File: config.mk
export PLATFORM = sky130hd
export DESIGN_NAME = pipeline_register_param
export DESIGN_NICKNAME = d
export VERILOG_FILES = /design/src/rtl/pipeline_register_param.sv
export SDC_FILE = /design/constraint.sdc
export NUM_CORES = 1
export LEC_CHECK = 0
export ABC_AREA = 1
export CORE_UTILIZATION = 40
export DETAILED_ROUTE_END_ITERATION = 7
export HOLD_SLACK_MARGIN = 0.15
export MAX_ROUTING_LAYER = met4
export PLACE_DENSITY = 0.83
export SETUP_SLACK_MARGIN = 0.1
export SYNTH_ARGS = -nofsm -noshare
export SYNTH_HDL_FRONTEND = slang
export SYNTH_SLANG_ARGS = --single-unit
File: constraint.sdc
create_clock -name clock -period 1.75 [get_ports clock]
set_clock_uncertainty 0.1 [all_clocks]
set_input_delay 0.2625 -clock clock [delete_from_list [all_inputs] [get_ports clock]]
set_output_delay 0.2625 -clock clock [all_outputs]
set_load 0.01 [all_outputs]
File: src/rtl/pipeline_register_param.sv
// Pipeline stage register with a HALT/RUN/STEP run-control FSM gating stage advance.
// Optional stall/flush statistics counters are built only when PIPE_REG_STATS_EN is defined.
module pipeline_register_param #(
    parameter int unsigned DATA_W    = 16,
    parameter int unsigned NUM_DATA  = 5,
    parameter int unsigned NUM_FLAGS = 16
) (
    input  logic                         clock,
    input  logic                         reset_n,
    input  logic                         exec,
    input  logic                         halt_cmd,
    input  logic                         step,
    input  logic                         enable,
    input  logic                         stall,
    input  logic                         flush,
    input  logic                         ivalid,
    input  logic [NUM_DATA*DATA_W-1:0]   idata,
    input  logic [NUM_FLAGS-1:0]         iflags,
    output logic [NUM_DATA*DATA_W-1:0]   odata,
    output logic [NUM_FLAGS-1:0]         oflags,
    output logic                         ovalid,
    output logic                         halted,
    output logic [1:0]                   state,
    output logic [15:0]                  stall_count,
    output logic [15:0]                  flush_count
);

    localparam int unsigned BUS_W = NUM_DATA * DATA_W;
    localparam int unsigned CNT_W = 16;

    typedef enum logic [1:0] {
        ST_HALT = 2'd0,
        ST_RUN  = 2'd1,
        ST_STEP = 2'd2
    } state_e;

    state_e             state_q, state_d;
    logic               halted_q, halted_d;
    logic [BUS_W-1:0]   data_q, data_d;
    logic [NUM_FLAGS-1:0] flags_q, flags_d;
    logic               valid_q, valid_d;
    logic               adv_c;
    logic               upd_c;

    // Run control: exec acts in its own cycle, halt_cmd blocks the update in its own cycle.
    always_comb begin
        state_d = state_q;
        adv_c   = 1'b0;
        unique case (state_q)
            ST_HALT: begin
                adv_c = exec & ~halt_cmd;
                if (exec && !halt_cmd) begin
                    state_d = ST_RUN;
                end else if (step && !halt_cmd) begin
                    state_d = ST_STEP;
                end
            end
            ST_RUN: begin
                adv_c = ~exec & ~halt_cmd;
                if (exec || halt_cmd) begin
                    state_d = ST_HALT;
                end
            end
            ST_STEP: begin
                adv_c   = ~halt_cmd;
                state_d = ST_HALT;
            end
            default: begin
                state_d = ST_HALT;
            end
        endcase
        halted_d = (state_d != ST_RUN);
    end

    assign upd_c = adv_c & enable;

    // Stage datapath: stall holds, flush clears, otherwise load.
    always_comb begin
        data_d  = data_q;
        flags_d = flags_q;
        valid_d = valid_q;
        if (upd_c && !stall) begin
            if (flush) begin
                data_d  = '0;
                flags_d = '0;
                valid_d = 1'b0;
            end else begin
                data_d  = idata;
                flags_d = iflags;
                valid_d = ivalid;
            end
        end
    end

    always_ff @(posedge clock or negedge reset_n) begin
        if (!reset_n) begin
            state_q  <= ST_HALT;
            halted_q <= 1'b1;
            data_q   <= '0;
            flags_q  <= '0;
            valid_q  <= 1'b0;
        end else begin
            state_q  <= state_d;
            halted_q <= halted_d;
            data_q   <= data_d;
            flags_q  <= flags_d;
            valid_q  <= valid_d;
        end
    end

    assign odata  = data_q;
    assign oflags = flags_q;
    assign ovalid = valid_q;
    assign halted = halted_q;
    assign state  = state_q;

`ifdef PIPE_REG_STATS_EN
    logic [CNT_W-1:0] stall_cnt_q, stall_cnt_d;
    logic [CNT_W-1:0] flush_cnt_q, flush_cnt_d;

    // Saturating event counters.
    always_comb begin
        stall_cnt_d = stall_cnt_q;
        flush_cnt_d = flush_cnt_q;
        if (upd_c && stall && (stall_cnt_q != {CNT_W{1'b1}})) begin
            stall_cnt_d = stall_cnt_q + CNT_W'(1);
        end
        if (upd_c && !stall && flush && (flush_cnt_q != {CNT_W{1'b1}})) begin
            flush_cnt_d = flush_cnt_q + CNT_W'(1);
        end
    end

    always_ff @(posedge clock or negedge reset_n) begin
        if (!reset_n) begin
            stall_cnt_q <= '0;
            flush_cnt_q <= '0;
        end else begin
            stall_cnt_q <= stall_cnt_d;
            flush_cnt_q <= flush_cnt_d;
        end
    end

    assign stall_count = stall_cnt_q;
    assign flush_count = flush_cnt_q;
`else
    assign stall_count = '0;
    assign flush_count = '0;
`endif

endmodule
# Yosys cells after proc, flatten, opt, wreduce, memory -nomap -nowiden
# Cells that the tools add are included.
# totals
out_inout_bits	132
word_cells	28
regBits	100
in_bits	105
# classes
n_reduce_logical	7
bitwise	5
eq_ne	3
muxes	8
# ops
op	n
80-bit 2-to-1 mux	1
16-bit 2-to-1 mux	1
2-bit 2-to-1 mux	3
2-bit case mux with 2 select lines	1
1-bit bitwise AND	3
1-bit logical AND	3
1-bit case mux with 3 select lines	1
2-bit by 1-bit equality test with 1-bit output (second input constant)	1
2-bit equality test (second input constant)	1
1-bit zero test	2
2-bit zero test	1
2-bit by 1-bit inequality test with 1-bit output (second input constant)	1
1-bit NOT	2
1-bit logical OR	1
1-bit 2-to-1 mux	1

# Longest topological paths before layout
# logic_depth
word_depth	6
ltp_mapped	8
depth_no_buf	6

# Least setup slack after synthesis
# No wires, ideal clock.
# synth_timing
kind	flip-flop to flip-flop
from	register state_q[1], in the netlist state[1]
to	register data_q[26], in the netlist odata[26]
t_required_ps	1533
setup_slack_ps	341
stages_incl_launch_ff	9
setup_ps	117
path_buffers	2
period_less_slack_ps	1409
arrival_time_ps	1193
cell_sequence	dfrtp_1 nor2_1 nand2_1 nand2_2 nand2_2 buf_6 buf_4 nand2_1 nand2_1
# synth_between
elab_chain_cells	4
word_cells_on_any_way	6
cone_classes	2 x eq/ne; 1 x mux; 1 x bitwise; 2 x reduce/logical
# synth_lines
item	line_no	text
start, declared	37	state_e state_q, state_d;
start signal, assigned	103	state_q <= state_d;
2-bit equality test (tied with other cells)	49	unique case (state_q)
1-bit case mux with 3 select lines (*)	49	
1-bit bitwise AND (*)	75	assign upd_c = adv_c & enable;
1-bit logical AND (*)	82	if (upd_c && !stall) begin
end signal, assigned	105	data_q <= data_d;
end, declared	39	logic [BUS_W-1:0] data_q, data_d;
# Every way passes the cells marked *; elsewhere a longest branch is shown, timed or not.
# A chain may end at the register's enable or synchronous reset.

# Final worst setup path
# layout_timing
from	register data_q[20], in the netlist odata[20]
to	output port odata[20]
# layout_lines
item	line_no	text
end, declared	19	output logic [NUM_DATA*DATA_W-1:0] odata,
# No word-level cell between the ends.

==> flow_summary_export.csv <==
group,metric,value,unit
layout,post_route_cells_drive_above_1_share,5.14,%
pwr,finalPower,0.00725,W
global_routing,grt_usage,21.7,%
pwr,vdd.ir_drop.worst,0.000648,V
synthesis,ys_seq_area_share,50.4,%
route,vias_per_inst,4.51,
global_routing,grt_pass1_wl,21200,µm
route,wire_per_inst,12.8,µm
floorplan,die_span_in_y,113,µm
worst_setup_path,endpoint_kind,"output pin",
global_routing,grt_max_degree,49,
placed_design,place.gp.congestion,0.807,
pwr,power.density,959,nW/µm²
timing,layout_worst_path_cycle_share,92.6,%
worst_setup_path,worstPathCellList,"clkdlybuf4s50_1",
timing,period_needed,1.62,ns
route,dr.first_iter.drc_count,435,
timing,hold_viol,0,
timing,finalSetupViolations,0,
floorplan,core.rowCount,40,
timing,grt_setup_unrepaired,"no",
floorplan,die-area,12900,µm²
timing,timing.setup.tns,0,ns
timing,clock.fmax,617,MHz
cts,tritoncts,"built",
cts,cts_h_tree_lvls,3,
route,route.vias.total,4703,
layout,count_of_antenna_diodes_in_the_layout,0,
synthesis,post_synth_instance_area,4970,µm²
layout,final_cell_count_no_fill,1043,
cts,cts_buffers,9,
global_routing,grt_overflow,0,
synthesis,synthDistinctLibCells,18,
pwr,static_power_due_to_leakage,4.38,nW
floorplan,core,12100,µm²
route,drt_first_pass_iters,4,
floorplan,i_o_pin_count,237,
floorplan,floorplan.die.width,113,µm
worst_setup_path,cp_num_buf_inv,1,
placed_design,io_buffer_count,204,
synthesis,synth-warning-count,0,
cts,clk_pin_slew_worst_paths,0.07,ns
worst_setup_path,crit_path_max_fanout,2,
route,antenna_violating_nets_post_route,0,
worst_setup_path,crit_path_start_kind,"flop",
layout,nNetsFinal,975,
layout,final_util,62.7,%
cts,cts_root_buf,"sky130_fd_sc_hd__clkbuf_16",
global_routing,grt_antenna_before_repair,0,
min_path,hold_path.class,"input pin to async pin",
worst_setup_path,worst_path_top_cell_family_by_delay,"buffers and inverters",
flow_run,cap_violations,0,
route,route.detailed.drc,0,
worst_setup_path,worstPathRequired,1.39,ns
cts,number_of_clock_sinks,100,
worst_setup_path,crit_arrival,1.26,ns
worst_setup_path,worst-setup-path-type,"flop to output pin",
placed_design,placed_cells,1025,
placed_design,dp_hpwl,9340,µm
worst_setup_path,largest_stage_delay_worst_path,0.56,ns
global_routing,via_count_of_the_first_global_routing_pass,4338,
floorplan,floorplan.initialDensity,41.2,%
layout,syn_to_final_growth,52.2,%
synthesis,post_synthesis_mean_instance_area,7.36,µm²
synthesis,yosys_register_bits,100,
cts,worst_skew_pair.late_latency,0.33,ns
timing,final-max-slew-violation-count,0,
route,drt-total-wl,13300,µm
cts,cts_buffer_depth,2,
synthesis,postSynthCellCount,675,
status,result_of_the_run,"finished, final reports clean",
worst_setup_path,timing.critical_path.slowest_stage_cell,"sky130_fd_sc_hd__clkdlybuf4s50_1",
==> state kept, by name (all words and copies together), names as in the netlist <==
name and cells:
odata 80, oflags 16, state 2, halted 1, ovalid 1
==> logic make-up after synthesis <==
| family | Yosys count | share of synthesized area (%) |
|---|---|---|
| AND/OR/NAND/NOR | 398 | 32.9 |
| buffers and inverters | 174 | 16.4 |
| flip-flops | 100 | 50.4 |
| AO/OA/AOI/OAI | 2 | 0.227 |
| other | 1 | 0.0755 |
==> layout by cell type (no fill, tap or decap), drive strengths merged <==
cell,n
clkinv,2
o22ai,1
bufinv,2
nand3,98
inv,101
dlygate4sd2,4
conb,32
o21ai,1
buf,23
nor2,99
dlygate4sd3,1
clkdlybuf4s50,177
nor3,1
nand2,200
dlymetal6s2s,21
clkbuf,12
dfstp,1
dfrtp,99
==> metrics by stage <==
stage	setup WS (ns)	cell area, µm²	hold slack (ns)
final	0.129	7560	0.258
after global routing	0.101	7560	0.273
after CTS	0.109	7500	0.253
after detailed placement	-0.189	7150	0.0710
after global placement	-0.110	7150	0.0720
after floorplan	0.341	5080	-0.133
==> final cells by class <==
class | instances | area (µm²)
multi-input cells | 432 | 1770
inverters | 101 | 379
flip-flops and latches | 100 | 2500
well taps | 168 | 210
clock buffers | 12 | 267
repair buffers | 226 | 2360
fillers | 1035 | 4500
clock inverters | 4 | 70.1
==> synth_stat cells <==
library cell / count / share of area [%]
sky130_fd_sc_hd__nand2_1: 197 / 15
sky130_fd_sc_hd__inv_1: 100 / 7.6
sky130_fd_sc_hd__dfrtp_1: 99 / 50
sky130_fd_sc_hd__nand3_1: 98 / 9.9
sky130_fd_sc_hd__nor2_1: 98 / 7.4
sky130_fd_sc_hd__buf_4: 36 / 5.4
sky130_fd_sc_hd__buf_2: 15 / 1.5
sky130_fd_sc_hd__buf_1: 13 / 0.98
sky130_fd_sc_hd__clkbuf_1: 8 / 0.60
sky130_fd_sc_hd__nand2_2: 3 / 0.38
sky130_fd_sc_hd__buf_6: 1 / 0.23
sky130_fd_sc_hd__conb_1: 1 / 0.076
sky130_fd_sc_hd__dfstp_2: 1 / 0.53
sky130_fd_sc_hd__inv_2: 1 / 0.076
sky130_fd_sc_hd__nor2_4: 1 / 0.23
sky130_fd_sc_hd__nor3_1: 1 / 0.10
sky130_fd_sc_hd__o21ai_1: 1 / 0.10
sky130_fd_sc_hd__o22ai_1: 1 / 0.13
==> final timing paths <==
path / start / cells past startpoint / slack, ns / endpoint
worst max-delay path: odata[20] / 1 / 0.13 / odata[20]
worst min-delay path: reset_n / 2 / 0.26 / odata[50]
worst max register to register: state[1] / 6 / 0.24 / odata[26]
worst min register to register: oflags[13] / 2 / 0.37 / oflags[13]
max in group asynchronous: reset_n / 3 / 0.73 / halted
min in group clock: flush / 4 / 0.28 / odata[3]
==> layer usage <==
metal  wire [µm]  part of all wire, %  track usage [%]  vias to the layer above
met1        5870                   44             27.9                     2153
met5           0                    0                -                        -
met3         972                  7.3             4.57                       24
met2        6190                   46             33.7                      197
li1            -                    -                -                     2329
met4         289                  2.2             8.16                        0
==> report_power, final <==
part           internal (W)  switching [W]
clock               0.00137       0.000838
combinational       0.00113       0.000958
sequential          0.00273       0.000229
==> what timing repair did <==
item / 4_1_cts / 5_1_grt
pin swaps: 0 / 0
buffers inserted: 1 / 0
hold buffers: 1 / 0
resized for setup: 4 / 22
hold endpoints to repair: 99 / 0
endpoints found under the setup margin: 4 / 69
No activity file was read; power rests on OpenSTA's default activity.
